### config.mk
export PLATFORM = sky130hd
export DESIGN_NAME = pc_flow_ctrl
export DESIGN_NICKNAME = d
export VERILOG_FILES = /design/src/rtl/pc_flow_ctrl_pkg.sv /design/src/rtl/pc_flow_ctrl_cnt.sv /design/src/rtl/pc_flow_ctrl.sv
export SDC_FILE = /design/constraint.sdc
export NUM_CORES = 1
export LEC_CHECK = 0
export ABC_AREA = 1
export ABC_CLOCK_PERIOD_IN_PS = 1200
export BUFFER_PORTS_ARGS = -buffer_cell sky130_fd_sc_hd__buf_2
export CAP_MARGIN = 0
export CORE_MARGIN = 2
export CORE_UTILIZATION = 29
export CTS_CLUSTER_DIAMETER = 60
export CTS_CLUSTER_SIZE = 20
export DETAILED_ROUTE_END_ITERATION = 16
export HOLD_SLACK_MARGIN = 0.15
export PLACE_DENSITY = 0.78
export SLEW_MARGIN = 10
export SYNTH_ARGS = -nofsm -noshare
export SYNTH_HDL_FRONTEND = slang
export SYNTH_SLANG_ARGS = --single-unit
### constraint.sdc
create_clock -name ip_clk -period 1.2 [get_ports ip_clk]
set_input_delay 0.24 -clock ip_clk [delete_from_list [all_inputs] [get_ports ip_clk]]
set_output_delay 0.24 -clock ip_clk [all_outputs]
set_load 0.01 [all_outputs]
### src/rtl/pc_flow_ctrl_pkg.sv
// Shared state encoding and sizing helpers for the program-counter flow controller.
package pc_flow_ctrl_pkg;

    typedef enum logic [1:0] {
        PCF_RUN   = 2'd0,
        PCF_FLUSH = 2'd1,
        PCF_STALL = 2'd2,
        PCF_HALT  = 2'd3
    } pcf_state_e;

    localparam int PCF_PERF_W = 32;

    // Bits needed to hold the largest countdown load value (max_cycles - 1).
    function automatic int pcf_cnt_width(input int max_cycles);
        return (max_cycles < 2) ? 1 : $clog2(max_cycles);
    endfunction

endpackage

### src/rtl/pc_flow_ctrl_cnt.sv
// Loadable down-counter for the FLUSH/STALL countdown; holds at zero when
// decremented there, and load takes precedence over decrement.
module pc_flow_cnt #(
    parameter int WIDTH = 2
) (
    input  logic             ip_clk,
    input  logic             ip_rst,
    input  logic             ip_load,
    input  logic [WIDTH-1:0] ip_load_val,
    input  logic             ip_dec,
    output logic [WIDTH-1:0] op_count,
    output logic             op_zero
);

    logic [WIDTH-1:0] count_q;
    logic [WIDTH-1:0] count_d;

    always_comb begin
        count_d = count_q;
        if (ip_load) begin
            count_d = ip_load_val;
        end else if (ip_dec && (count_q != '0)) begin
            count_d = count_q - WIDTH'(1);
        end
    end

    always_ff @(posedge ip_clk) begin
        if (ip_rst) begin
            count_q <= '0;
        end else begin
            count_q <= count_d;
        end
    end

    assign op_count = count_q;
    assign op_zero  = (count_q == '0);

endmodule

### src/rtl/pc_flow_ctrl.sv
// Program-counter flow controller: merges load-use stalls and EX redirects, flushes
// IF/ID and ID/EX, and latches program completion. PC_FLOW_PERF_EN adds perf counters.
//
// state | meaning
// RUN   | normal fetch; accepts done, redirect, load-use
// FLUSH | squashing wrong-path instructions after a redirect
// STALL | holding the pc for a multi-cycle load-use stall
// HALT  | program finished, fetch frozen until ip_rst
module pc_flow_ctrl
    import pc_flow_ctrl_pkg::*;
#(
    parameter int ADDR_WIDTH   = 32,
    parameter int FLUSH_CYCLES = 1,
    parameter int STALL_CYCLES = 1
) (
    input  logic                  ip_clk,
    input  logic                  ip_rst,
    input  logic                  ip_load_use,
    input  logic                  ip_jump,
    input  logic [ADDR_WIDTH-1:0] ip_jump_addr,
    input  logic                  ip_branch_taken,
    input  logic [ADDR_WIDTH-1:0] ip_branch_addr,
    input  logic                  ip_done_execute,
    output logic                  op_stall_ctrl,
    output logic                  op_jump_branch_ctrl,
    output logic [ADDR_WIDTH-1:0] op_target_addr,
    output logic                  op_flush_if_id,
    output logic                  op_flush_id_ex,
    output logic                  op_halt,
    output logic [1:0]            op_state
`ifdef PC_FLOW_PERF_EN
    ,
    output logic [PCF_PERF_W-1:0] op_stall_count,
    output logic [PCF_PERF_W-1:0] op_redirect_count
`endif
);

    localparam int CNT_MAX = (FLUSH_CYCLES > STALL_CYCLES) ? FLUSH_CYCLES : STALL_CYCLES;
    localparam int CNT_W   = pcf_cnt_width(CNT_MAX);
    localparam logic [CNT_W-1:0]      FLUSH_LOAD = CNT_W'(FLUSH_CYCLES - 1);
    localparam logic [CNT_W-1:0]      STALL_LOAD = CNT_W'(STALL_CYCLES - 1);
    localparam logic [ADDR_WIDTH-1:0] ALIGN_MASK = ~ADDR_WIDTH'(3);

    pcf_state_e state_q;
    pcf_state_e state_d;

    logic                  cnt_load;
    logic [CNT_W-1:0]      cnt_load_val;
    logic                  cnt_dec;
    logic [CNT_W-1:0]      cnt_count;
    logic                  cnt_zero;
    logic                  redirect_req;
    logic [ADDR_WIDTH-1:0] redirect_addr;

    assign redirect_req  = ip_jump | ip_branch_taken;
    assign redirect_addr = (ip_jump ? ip_jump_addr : ip_branch_addr) & ALIGN_MASK;

    pc_flow_cnt #(
        .WIDTH (CNT_W)
    ) u_cnt (
        .ip_clk      (ip_clk),
        .ip_rst      (ip_rst),
        .ip_load     (cnt_load),
        .ip_load_val (cnt_load_val),
        .ip_dec      (cnt_dec),
        .op_count    (cnt_count),
        .op_zero     (cnt_zero)
    );

    always_comb begin
        state_d             = state_q;
        cnt_load            = 1'b0;
        cnt_load_val        = '0;
        cnt_dec             = 1'b0;
        op_stall_ctrl       = 1'b0;
        op_jump_branch_ctrl = 1'b0;
        op_target_addr      = '0;
        op_flush_if_id      = 1'b0;
        op_flush_id_ex      = 1'b0;
        op_halt             = 1'b0;
        op_state            = state_q;

        case (state_q)
            PCF_RUN, PCF_STALL: begin
                if (ip_done_execute) begin
                    op_stall_ctrl = 1'b1;
                    op_halt       = 1'b1;
                    state_d       = PCF_HALT;
                end else if (redirect_req) begin
                    // A redirect also aborts an ongoing stall.
                    op_jump_branch_ctrl = 1'b1;
                    op_target_addr      = redirect_addr;
                    op_flush_if_id      = 1'b1;
                    op_flush_id_ex      = 1'b1;
                    cnt_load            = 1'b1;
                    cnt_load_val        = FLUSH_LOAD;
                    state_d             = PCF_FLUSH;
                end else if (state_q == PCF_STALL) begin
                    op_stall_ctrl  = 1'b1;
                    op_flush_id_ex = 1'b1;
                    cnt_dec        = 1'b1;
                    // The RUN cycle that raised the stall is the first stall cycle.
                    if (cnt_count <= CNT_W'(1)) begin
                        state_d = PCF_RUN;
                    end
                end else if (ip_load_use) begin
                    op_stall_ctrl  = 1'b1;
                    op_flush_id_ex = 1'b1;
                    cnt_load       = 1'b1;
                    cnt_load_val   = STALL_LOAD;
                    state_d        = (STALL_CYCLES > 1) ? PCF_STALL : PCF_RUN;
                end
            end
            PCF_FLUSH: begin
                op_flush_if_id = 1'b1;
                op_flush_id_ex = 1'b1;
                if (ip_done_execute) begin
                    op_stall_ctrl = 1'b1;
                    op_halt       = 1'b1;
                    state_d       = PCF_HALT;
                end else begin
                    cnt_dec = 1'b1;
                    if (cnt_zero) begin
                        state_d = PCF_RUN;
                    end
                end
            end
            PCF_HALT: begin
                op_stall_ctrl = 1'b1;
                op_halt       = 1'b1;
            end
            default: begin
                state_d = PCF_RUN;
            end
        endcase

        if (ip_rst) begin
            op_stall_ctrl       = 1'b0;
            op_jump_branch_ctrl = 1'b0;
            op_target_addr      = '0;
            op_flush_if_id      = 1'b0;
            op_flush_id_ex      = 1'b0;
            op_halt             = 1'b0;
            op_state            = 2'd0;
            cnt_load            = 1'b0;
            cnt_dec             = 1'b0;
        end
    end

    always_ff @(posedge ip_clk) begin
        if (ip_rst) begin
            state_q <= PCF_RUN;
        end else begin
            state_q <= state_d;
        end
    end

`ifdef PC_FLOW_PERF_EN
    logic [PCF_PERF_W-1:0] stall_cnt_q;
    logic [PCF_PERF_W-1:0] stall_cnt_d;
    logic [PCF_PERF_W-1:0] redir_cnt_q;
    logic [PCF_PERF_W-1:0] redir_cnt_d;

    always_comb begin
        stall_cnt_d = stall_cnt_q;
        redir_cnt_d = redir_cnt_q;
        if (op_stall_ctrl && (state_q != PCF_HALT)) begin
            stall_cnt_d = stall_cnt_q + PCF_PERF_W'(1);
        end
        if (op_jump_branch_ctrl) begin
            redir_cnt_d = redir_cnt_q + PCF_PERF_W'(1);
        end
    end

    always_ff @(posedge ip_clk) begin
        if (ip_rst) begin
            stall_cnt_q <= '0;
            redir_cnt_q <= '0;
        end else begin
            stall_cnt_q <= stall_cnt_d;
            redir_cnt_q <= redir_cnt_d;
        end
    end

    assign op_stall_count    = stall_cnt_q;
    assign op_redirect_count = redir_cnt_q;
`endif

endmodule

Yosys cells after proc, flatten, opt, wreduce, memory -nomap -nowiden
Index checks and enable logic that the tools add are counted.
{"block": "word_totals", "regBits": 3, "output_inout_bits": 39, "word_cells": 62, "inputBits": 70}
{"block": "classes", "eq_ne": 6, "mux": 44, "magnitude_cmp": 1, "n_bitwise": 1, "n_addsub": 1, "reduce_logical": 7}
{"cell": "32-bit 2-to-1 mux", "count": 5}
{"cell": "1-bit 2-to-1 mux", "count": 25}
{"cell": "2-bit 2-to-1 mux", "count": 8}
{"cell": "5-bit != test, second input constant", "count": 2}
{"cell": "1-bit case mux with 2 select lines", "count": 4}
{"cell": "2-bit == test, second input constant", "count": 2}
{"cell": "2-bit case mux with 2 select lines", "count": 1}
{"cell": "4-bit AND reduction", "count": 1}
{"cell": "2-bit OR reduction", "count": 2}
{"cell": "3-bit != test, second input constant", "count": 1}
{"cell": "1-bit case mux with 3 select lines", "count": 1}
{"cell": "3-bit OR reduction", "count": 1}
{"cell": "2-bit by 1-bit == test with 1-bit output, second input constant", "count": 1}
{"cell": "2-bit logical NOT", "count": 1}
{"cell": "2-bit nonzero test", "count": 1}
{"cell": "1-bit <= comparator, second input constant", "count": 1}
{"cell": "1-bit logical AND", "count": 1}
{"cell": "1-bit bitwise OR", "count": 1}
{"cell": "1-bit subtractor, second input constant", "count": 1}

Logic depth before layout (Yosys ltp)
Gate-level depths: netlist (run 1).
{"block": "logic_depth", "depth_word": 7, "mapped_depth": 7, "ltp_nobuf": 6}

By module
A second synthesis (run 1) with hierarchy kept.
{"block": "unflattened", "hier_cells": 156, "area_unflattened_um2": 840.8}
{"mod": "pc_flow_ctrl", "area_each_um2": 789.5, "seq_area_each_um2": 40.0, "cells_per_inst": 147, "instances": 1}
{"mod": "pc_flow_cnt", "area_each_um2": 51.3, "seq_area_each_um2": 20.0, "cells_per_inst": 9, "instances": 1}

Least setup slack after synthesis (run 1)
Ideal clock, no wire load.
{"block": "synth_path", "path_type": "register -> output", "start": "register state_q[0]", "end": "output op_target_addr[10]", "required_ns": 0.960, "t_arrival_ns": 1.031, "setup_slack_ns": -0.071, "path_stages_with_launch": 7, "n_path_buf": 1, "path_cell_list": "dfxtp_1 > nor2_4 > nand2_4 > nor2_4 > inv_2 > buf_6 > a21oi_2"}
{"block": "synth_between", "elab_chain_cells": 4, "word_cells_on_any_way": 5, "classes_between": "eq/ne (1); mux (2); reduce/logical (2)"}
{"item": "start: declaration", "line_no": "pc_flow_ctrl.sv:44", "source": "pcf_state_e state_q;"}
{"item": "start signal: assignment", "line_no": "pc_flow_ctrl.sv:154", "source": "state_q <= state_d;"}
{"item": "2-bit == test or 2-bit logical NOT (tied branches)", "line_no": "pc_flow_ctrl.sv:83", "source": "case (state_q)"}
{"item": "2-bit OR reduction (*)", "line_no": "pc_flow_ctrl.sv:83"}
{"item": "32-bit 2-to-1 mux (*)", "line_no": "pc_flow_ctrl.sv:83"}
{"item": "32-bit 2-to-1 mux (*)", "line_no": "pc_flow_ctrl.sv:137", "source": "if (ip_rst) begin"}
{"item": "end: declaration", "line_no": "pc_flow_ctrl.sv:26", "source": "output logic [ADDR_WIDTH-1:0] op_target_addr,"}
Every way passes the cells marked *; elsewhere a longest branch is shown, timed or not.

Final worst setup path (run 1)
{"block": "layout_path", "start": "register state_q[0]", "end": "output op_flush_id_ex"}
{"block": "layout_between", "elab_chain_cells": 6, "word_cells_on_any_way": 9, "classes_between": "eq/ne (2); mux (5); reduce/logical (2)"}
{"item": "2-bit == test", "line_no": "pc_flow_ctrl.sv:83, pc_flow_ctrl.sv:98"}
{"item": "1-bit 2-to-1 mux", "line_no": "pc_flow_ctrl.sv:98", "source": "end else if (state_q == PCF_STALL) begin"}
{"item": "1-bit 2-to-1 mux", "line_no": "pc_flow_ctrl.sv:89", "source": "end else if (redirect_req) begin"}
{"item": "1-bit 2-to-1 mux", "line_no": "pc_flow_ctrl.sv:85", "source": "if (ip_done_execute) begin"}
{"item": "1-bit case mux with 2 select lines (*)", "line_no": "pc_flow_ctrl.sv:83"}
{"item": "1-bit 2-to-1 mux (*)", "line_no": "pc_flow_ctrl.sv:137"}
{"item": "end: declaration", "line_no": "pc_flow_ctrl.sv:28", "source": "output logic op_flush_id_ex,"}
Marked as above.

==> flow_summary_export.csv, run 1 <==
group,metric,value,unit
global_route,use_met2,39.0,%
place,pre_cts_ws,-183,ps
timing,fin_worst_skew,3.64,ps
place,dp.cells,287,
routing,avgRoutedWirePerCell,11.1,um
yosys,synth_area,835,um^2
clocking,path_clk_slew,40,ps
critical_path,rrSetupSlack,40,ps
min_path,hold_class,"input port to flop",
min_path,worst_hold_startpoint,"ip_load_use",
global_route,grt_overflow,0,
routing,drtIter0Drc,36,
timing,setup-tns-final,-11900,ps
finish,multiInputGateArea,777,um^2
global_route,grt_pass1_vias,1330,
pwr,power,0.000836,W
timing,setup_viol,36,
finish,layout.cells.non_filler,296,
critical_path,r2r_start,"state_q[0]",
finish,layout-area-overhead-vs-synth,111,%
clocking,clk_latency,230,ps
routing,remaining_drc_errors,0,
min_path,min_to,"state_q[0]",
run,cap_violations,0,
timing,min_period,1590,ps
yosys,synth_area_per_cell,5.68,um^2
yosys,synth-edff-count,0,
yosys,synth-seq-cells,3,
yosys,synth_ff_type,"dfxtp_1",
global_route,grtUsageMet3,2.23,%
die,io_pins,109,
yosys,synth_most_common_cell,"nand2_1",
die,start_util,30.5,%
critical_path,r2r_cells,7,
finish,fin_nets,336,
critical_path,cp.arrival,1350,ps
timing,grt_setup_unrepaired,"true",
clocking,clockRootBuffer,"clkbuf_4",
global_route,grt_usage,19.1,%
yosys,yosys-top-cells-area,"a21oi_2 (31%), nand2_1 (31%), dfxtp_1 (7.2%), buf_6 (4.0%), buf_4 (2.7%)",
yosys,seq_area_frac_synth,7.20,%
critical_path,startpoint_type,"flop",
routing,post_drt_via_cell_ratio,4.66,
critical_path,required,960,ps
global_route,globalRouteMet1Util,19.7,%
critical_path,worst-path-max-fanout,2,
routing,ant_nets,0,
timing,clock.fmax,627,MHz
finish,antenna_cells,0,
yosys,synthCells,147,
clocking,cts.sinks,3,
global_route,grt_pass1_wl,5.20,mm
global_route,grt_most_used_layer,"met2",
routing,via_count,1380,
yosys,synth_top_area_share,31.5,%
global_route,grt_max_degree,19,
routing,dr.pass1.iters,4,
routing,routed_wl,3.29,mm
clocking,cts_inserted_buffers,3,
clocking,cts_max_path_buffers,2,
critical_path,r2r_end,"u_cnt.op_count",
yosys,synth_top_area_cell,"a21oi_2",
yosys,synth.distinct_cells,22,
die,num_rows,19,
place,place_hpwl,2.57,mm
pwr,ir_drop,0.000572,V
timing,hold_violations,0,
critical_path,critical_path_class,"flop to primary output",
critical_path,cp-end-kind,"primary output",
timing,whs,376,ps
global_route,antenna_found_initial,0,
timing,fin_crit_sh,133,%
clocking,htreeDepth,1,
clocking,cts_tree,"yes",
run_status,outcome,"finished, violations left",
min_path,hold_depth,5,
finish,seq_area,65.1,um^2
yosys,yosys_warnings,0,
pwr,powerDensity,475,nW/um^2
timing,finalMaxSlewViolations,0,
pwr,leakage,0.925,nW
place,gp_congestion,0.996,
finish,drive_gt1_share,66.8,%
clocking,postCtsHoldBufs,0,
run_status,violations,"setup timing",
die,core,2730,um^2
die,die_y,57.6,um
timing,setup_ws,-394,ps
yosys,synthArstFlopShare,0,%
finish,fillerInstances,271,
place,io_buffer_count,102,
die,fp.dieW,57.6,um
die,dieArea,3320,um^2
yosys,synthTopCellsByCount,"nand2_1 (69), a21oi_2 (30), clkbuf_1 (5), inv_1 (5), nor2_1 (5)",
==> worst max-delay path, cell delays in order (launching register included) <==
cell and delay (ps):
dfxtp_2 330, nor2_4 130, buf_4 120, buf_6 80, clkinv_2 40, nand2_1 70
nand2_1 50, a31oi_1 140, buf_2 150
==> cell type report <==
| class | count | area share [%] |
|---|---|---|
| flip-flops and latches | 3 | 3.69 |
| repair buffers | 125 | 46.2 |
| clock buffers | 4 | 1.49 |
| multi-input cells | 123 | 44.1 |
| inverters | 10 | 2.34 |
| well taps | 31 | 2.20 |
==> cells by family (layout without fill, tap and decap cells) <==
kind of cell           Yosys count  in the layout  share of synthesized area, %
AND/OR/NAND/NOR                 84             84                          42.0
buffers and inverters           22            139                          14.1
AO/OA/AOI/OAI                   37             37                          36.3
flip-flops                       3              3                          7.20
other                            1              2                         0.449
==> registers in the layout, summed over array words and instances (netlist names) <==
name,flops
state_q,2
u_cnt.op_count,1
==> metal layers <==
metal	share of wire, %	up-vias
met5	0	-
met4	0.94	0
met3	7.2	4
met2	56	59
met1	36	613
li1	-	704
==> power breakdown <==
| group | switching (W) | internal (W) |
|---|---|---|
| Sequential | 0.00000778 | 0.000106 |
| Combinational | 0.000281 | 0.000267 |
| Clock | 0.0000498 | 0.000124 |
| Total | 0.000339 | 0.000497 |
==> worst max-delay path by stage <==
stage	start	endpoint	slack, ps	cells after the start
CTS	state_q[0]	op_target_addr[2]	-380	7
finish	state_q[0]	op_flush_id_ex	-390	8
global route	state_q[0]	op_target_addr[17]	-450	7
global placement	ip_jump	op_target_addr[19]	-170	9
detailed placement	ip_jump	op_target_addr[16]	-180	9
floorplan	state_q[0]	op_target_addr[10]	-70	6
==> timing repair <==
action,CTS,global route
cloned,0,0
resized for setup,20,8
setup buffers,5,2
setup endpoints to repair,37,39
pin swaps,2,1
==> per-stage QoR <==
stage                     utilization, %  cell area, um^2
after floorplan                        -              933
after global placement              57.9             1580
after detailed placement            57.9             1580
after CTS                           62.7             1720
after global routing                64.4             1760
final                               64.4             1760
==> layout by cell type (no fill, tap or decap), drive strengths merged <==
cell and n:
a31oi 1, nand2 70, inv 9, o21ai 1, dfxtp 3, nor3 2
buf 125, nand3 2, clkbuf 4, a21oi 34, nand4 2, conb 2
nor2 8, a31o 1, clkinv 1
No activity file was read; power rests on OpenSTA's default activity.
==> run 2, diff against run 1 <==
Settings changed: ABC_CLOCK_PERIOD_IN_PS 1200 to 1400.
Clock period 1.2 ns to 1.4 ns, I/O delays scaled along.
==> flow_summary_export.csv, run 2 (synthesized netlist as in run 1, its figures left out) <==
group,metric,value,unit
run_status,outcome,"finished, violations left",
run_status,violations,"setup timing",
run,cap_violations,0,
finish,final_common_cell,"buf_2",
place,gp_congestion,0.851,
global_route,antenna_found_initial,0,
timing,setup-tns-final,-5180,ps
timing,grt_setup_unrepaired,"true",
die,core,2730,um^2
critical_path,cp_slowest_cell,"dfxtp_2",
finish,final_cell_mix,"buf_2 (101), nand2_1 (64), a21oi_2 (32), buf_4 (17), nor2_1 (5)",
pwr,powerDensity,420,nW/um^2
global_route,grt_overflow,0,
global_route,grt_max_degree,24,
critical_path,worstPathCellList,"nor2_4 -> nand2_4 -> nor2_4 -> inv_4 -> clkbuf_16 -> a21oi_2 -> buf_2",
clocking,cts_tree,"yes",
routing,routed_wl,3.12,mm
global_route,grt_pass1_vias,1121,
routing,drtIter0Drc,47,
critical_path,cp_common_cell,"nor2_4",
pwr,leakage,0.919,nW
critical_path,cp_slowest_stage_delay,330,ps
finish,largest_reg_flops,2,
die,start_util,30.5,%
clocking,cts_inserted_buffers,3,
die,num_rows,19,
clocking,cts_max_path_buffers,2,
timing,whs,406,ps
timing,setup_ws,-183,ps
finish,drive_gt1_share,66.4,%
timing,clock.fmax,632,MHz
critical_path,cp.arrival,1300,ps
die,io_pins,109,
clocking,clockRootBuffer,"clkbuf_4",
critical_path,worst-path-max-fanout,10,
global_route,grt_pass1_wl,4.46,mm
global_route,grt_usage,16.4,%
pwr,ir_drop,0.000497,V
routing,dr.pass1.iters,4,
timing,finalMaxSlewViolations,0,
clocking,htreeDepth,1,
finish,regMostFlops,"state_q",
routing,post_drt_via_cell_ratio,4.57,
critical_path,critical_path_class,"flop to primary output",
timing,fin_crit_sh,113,%
timing,setup_viol,33,
place,place_hpwl,2.42,mm
routing,avgRoutedWirePerCell,10.5,um
die,fp.dieW,57.6,um
finish,fin_nets,336,
timing,fin_worst_skew,4.57,ps
die,die_y,57.6,um
critical_path,required,1120,ps
routing,remaining_drc_errors,0,
critical_path,startpoint_type,"flop",
clocking,cts.sinks,3,
routing,ant_nets,0,
finish,antenna_cells,0,
finish,layout-area-overhead-vs-synth,92.4,%
critical_path,cp-end-kind,"primary output",
die,dieArea,3320,um^2
clocking,postCtsHoldBufs,0,
clocking,clk_latency,230,ps
min_path,hold_class,"input port to flop",
place,io_buffer_count,102,
timing,hold_violations,0,
routing,via_count,1353,
clocking,path_clk_slew,40,ps
timing,min_period,1580,ps
run 2: changes by cell type in the layout (fill, tap and decap cells not counted), moves of 2 or more:
cell and change:
a21oi_2 +12, a21oi_4 -12, buf_2 +10, buf_6 -10
buf_12 -2, inv_4 +2, nand2_1 -2, nand2_4 +2
run 2: layer usage:
metal  share of wire (%)  global-route usage (%)  wire [um]  up-vias
met5                   0                       0          0        -
met4                0.48                    3.65         15        0
met3                  10                    4.69        327        2
met2                  52                    32.0       1620       66
met1                  37                    17.2       1160      584
li1                    -                       -          -      701
run 2: path summary, 6_finish.rpt:
path	start	end	slack, ps	cells past startpoint
setup / recovery	state_q[0]	op_target_addr[21]	-180	7
hold / removal	ip_load_use	state_q[0]	410	5
setup reg to reg	state_q[0]	u_cnt.op_count	380	6
hold reg to reg	u_cnt.op_count	u_cnt.op_count	480	2
run 2: power by group:
group / internal, W / switching (W)
clock network: 0.000107 / 0.0000439
registers: 0.0000913 / 0.00000724
logic: 0.000208 / 0.000217
total: 0.000406 / 0.000268
run 2: layout make-up:
class | count | area [um^2]
clock buffer | 4 | 26.3
fill | 272 | 1130
inverter | 10 | 45.0
multi-input combinational | 123 | 691
sequential | 3 | 61.3
tap | 31 | 38.8
timing repair buffer | 125 | 743
run 2: worst max-delay path, delay by kind of cell, from the launching register on:
kind | cells | cell delay [ps]
AOI/OAI and AO/OA | 1 | 90
buffers and inverters | 3 | 380
DFF | 1 | 330
and+or+nand+nor | 3 | 270
run 2: what timing repair did:
item	4_1_cts	5_1_grt
endpoints found under the setup margin	34	35
hold endpoints to repair	0	0
buffers inserted	5	4
pin swaps	1	2
resized for setup	6	14
gates cloned	0	1
run 2: stage by stage:
| step | instance area (um^2) | total power [W] | util, % | setup slack, ps | std cells |
|---|---|---|---|---|---|
| 2_1_floorplan | 838 | 0.000298 | - | 88.8 | 148 |
| 3_3_place_gp | 1450 | 0.000471 | 53.1 | -30.9 | 285 |
| 3_5_place_dp | 1450 | 0.000476 | 53.1 | -53.2 | 285 |
| 4_1_cts | 1530 | 0.000649 | 55.8 | -193 | 293 |
| 5_1_grt | 1610 | 0.000734 | 58.7 | -250 | 296 |
| 6_report | 1610 | 0.000674 | 58.7 | -183 | 296 |
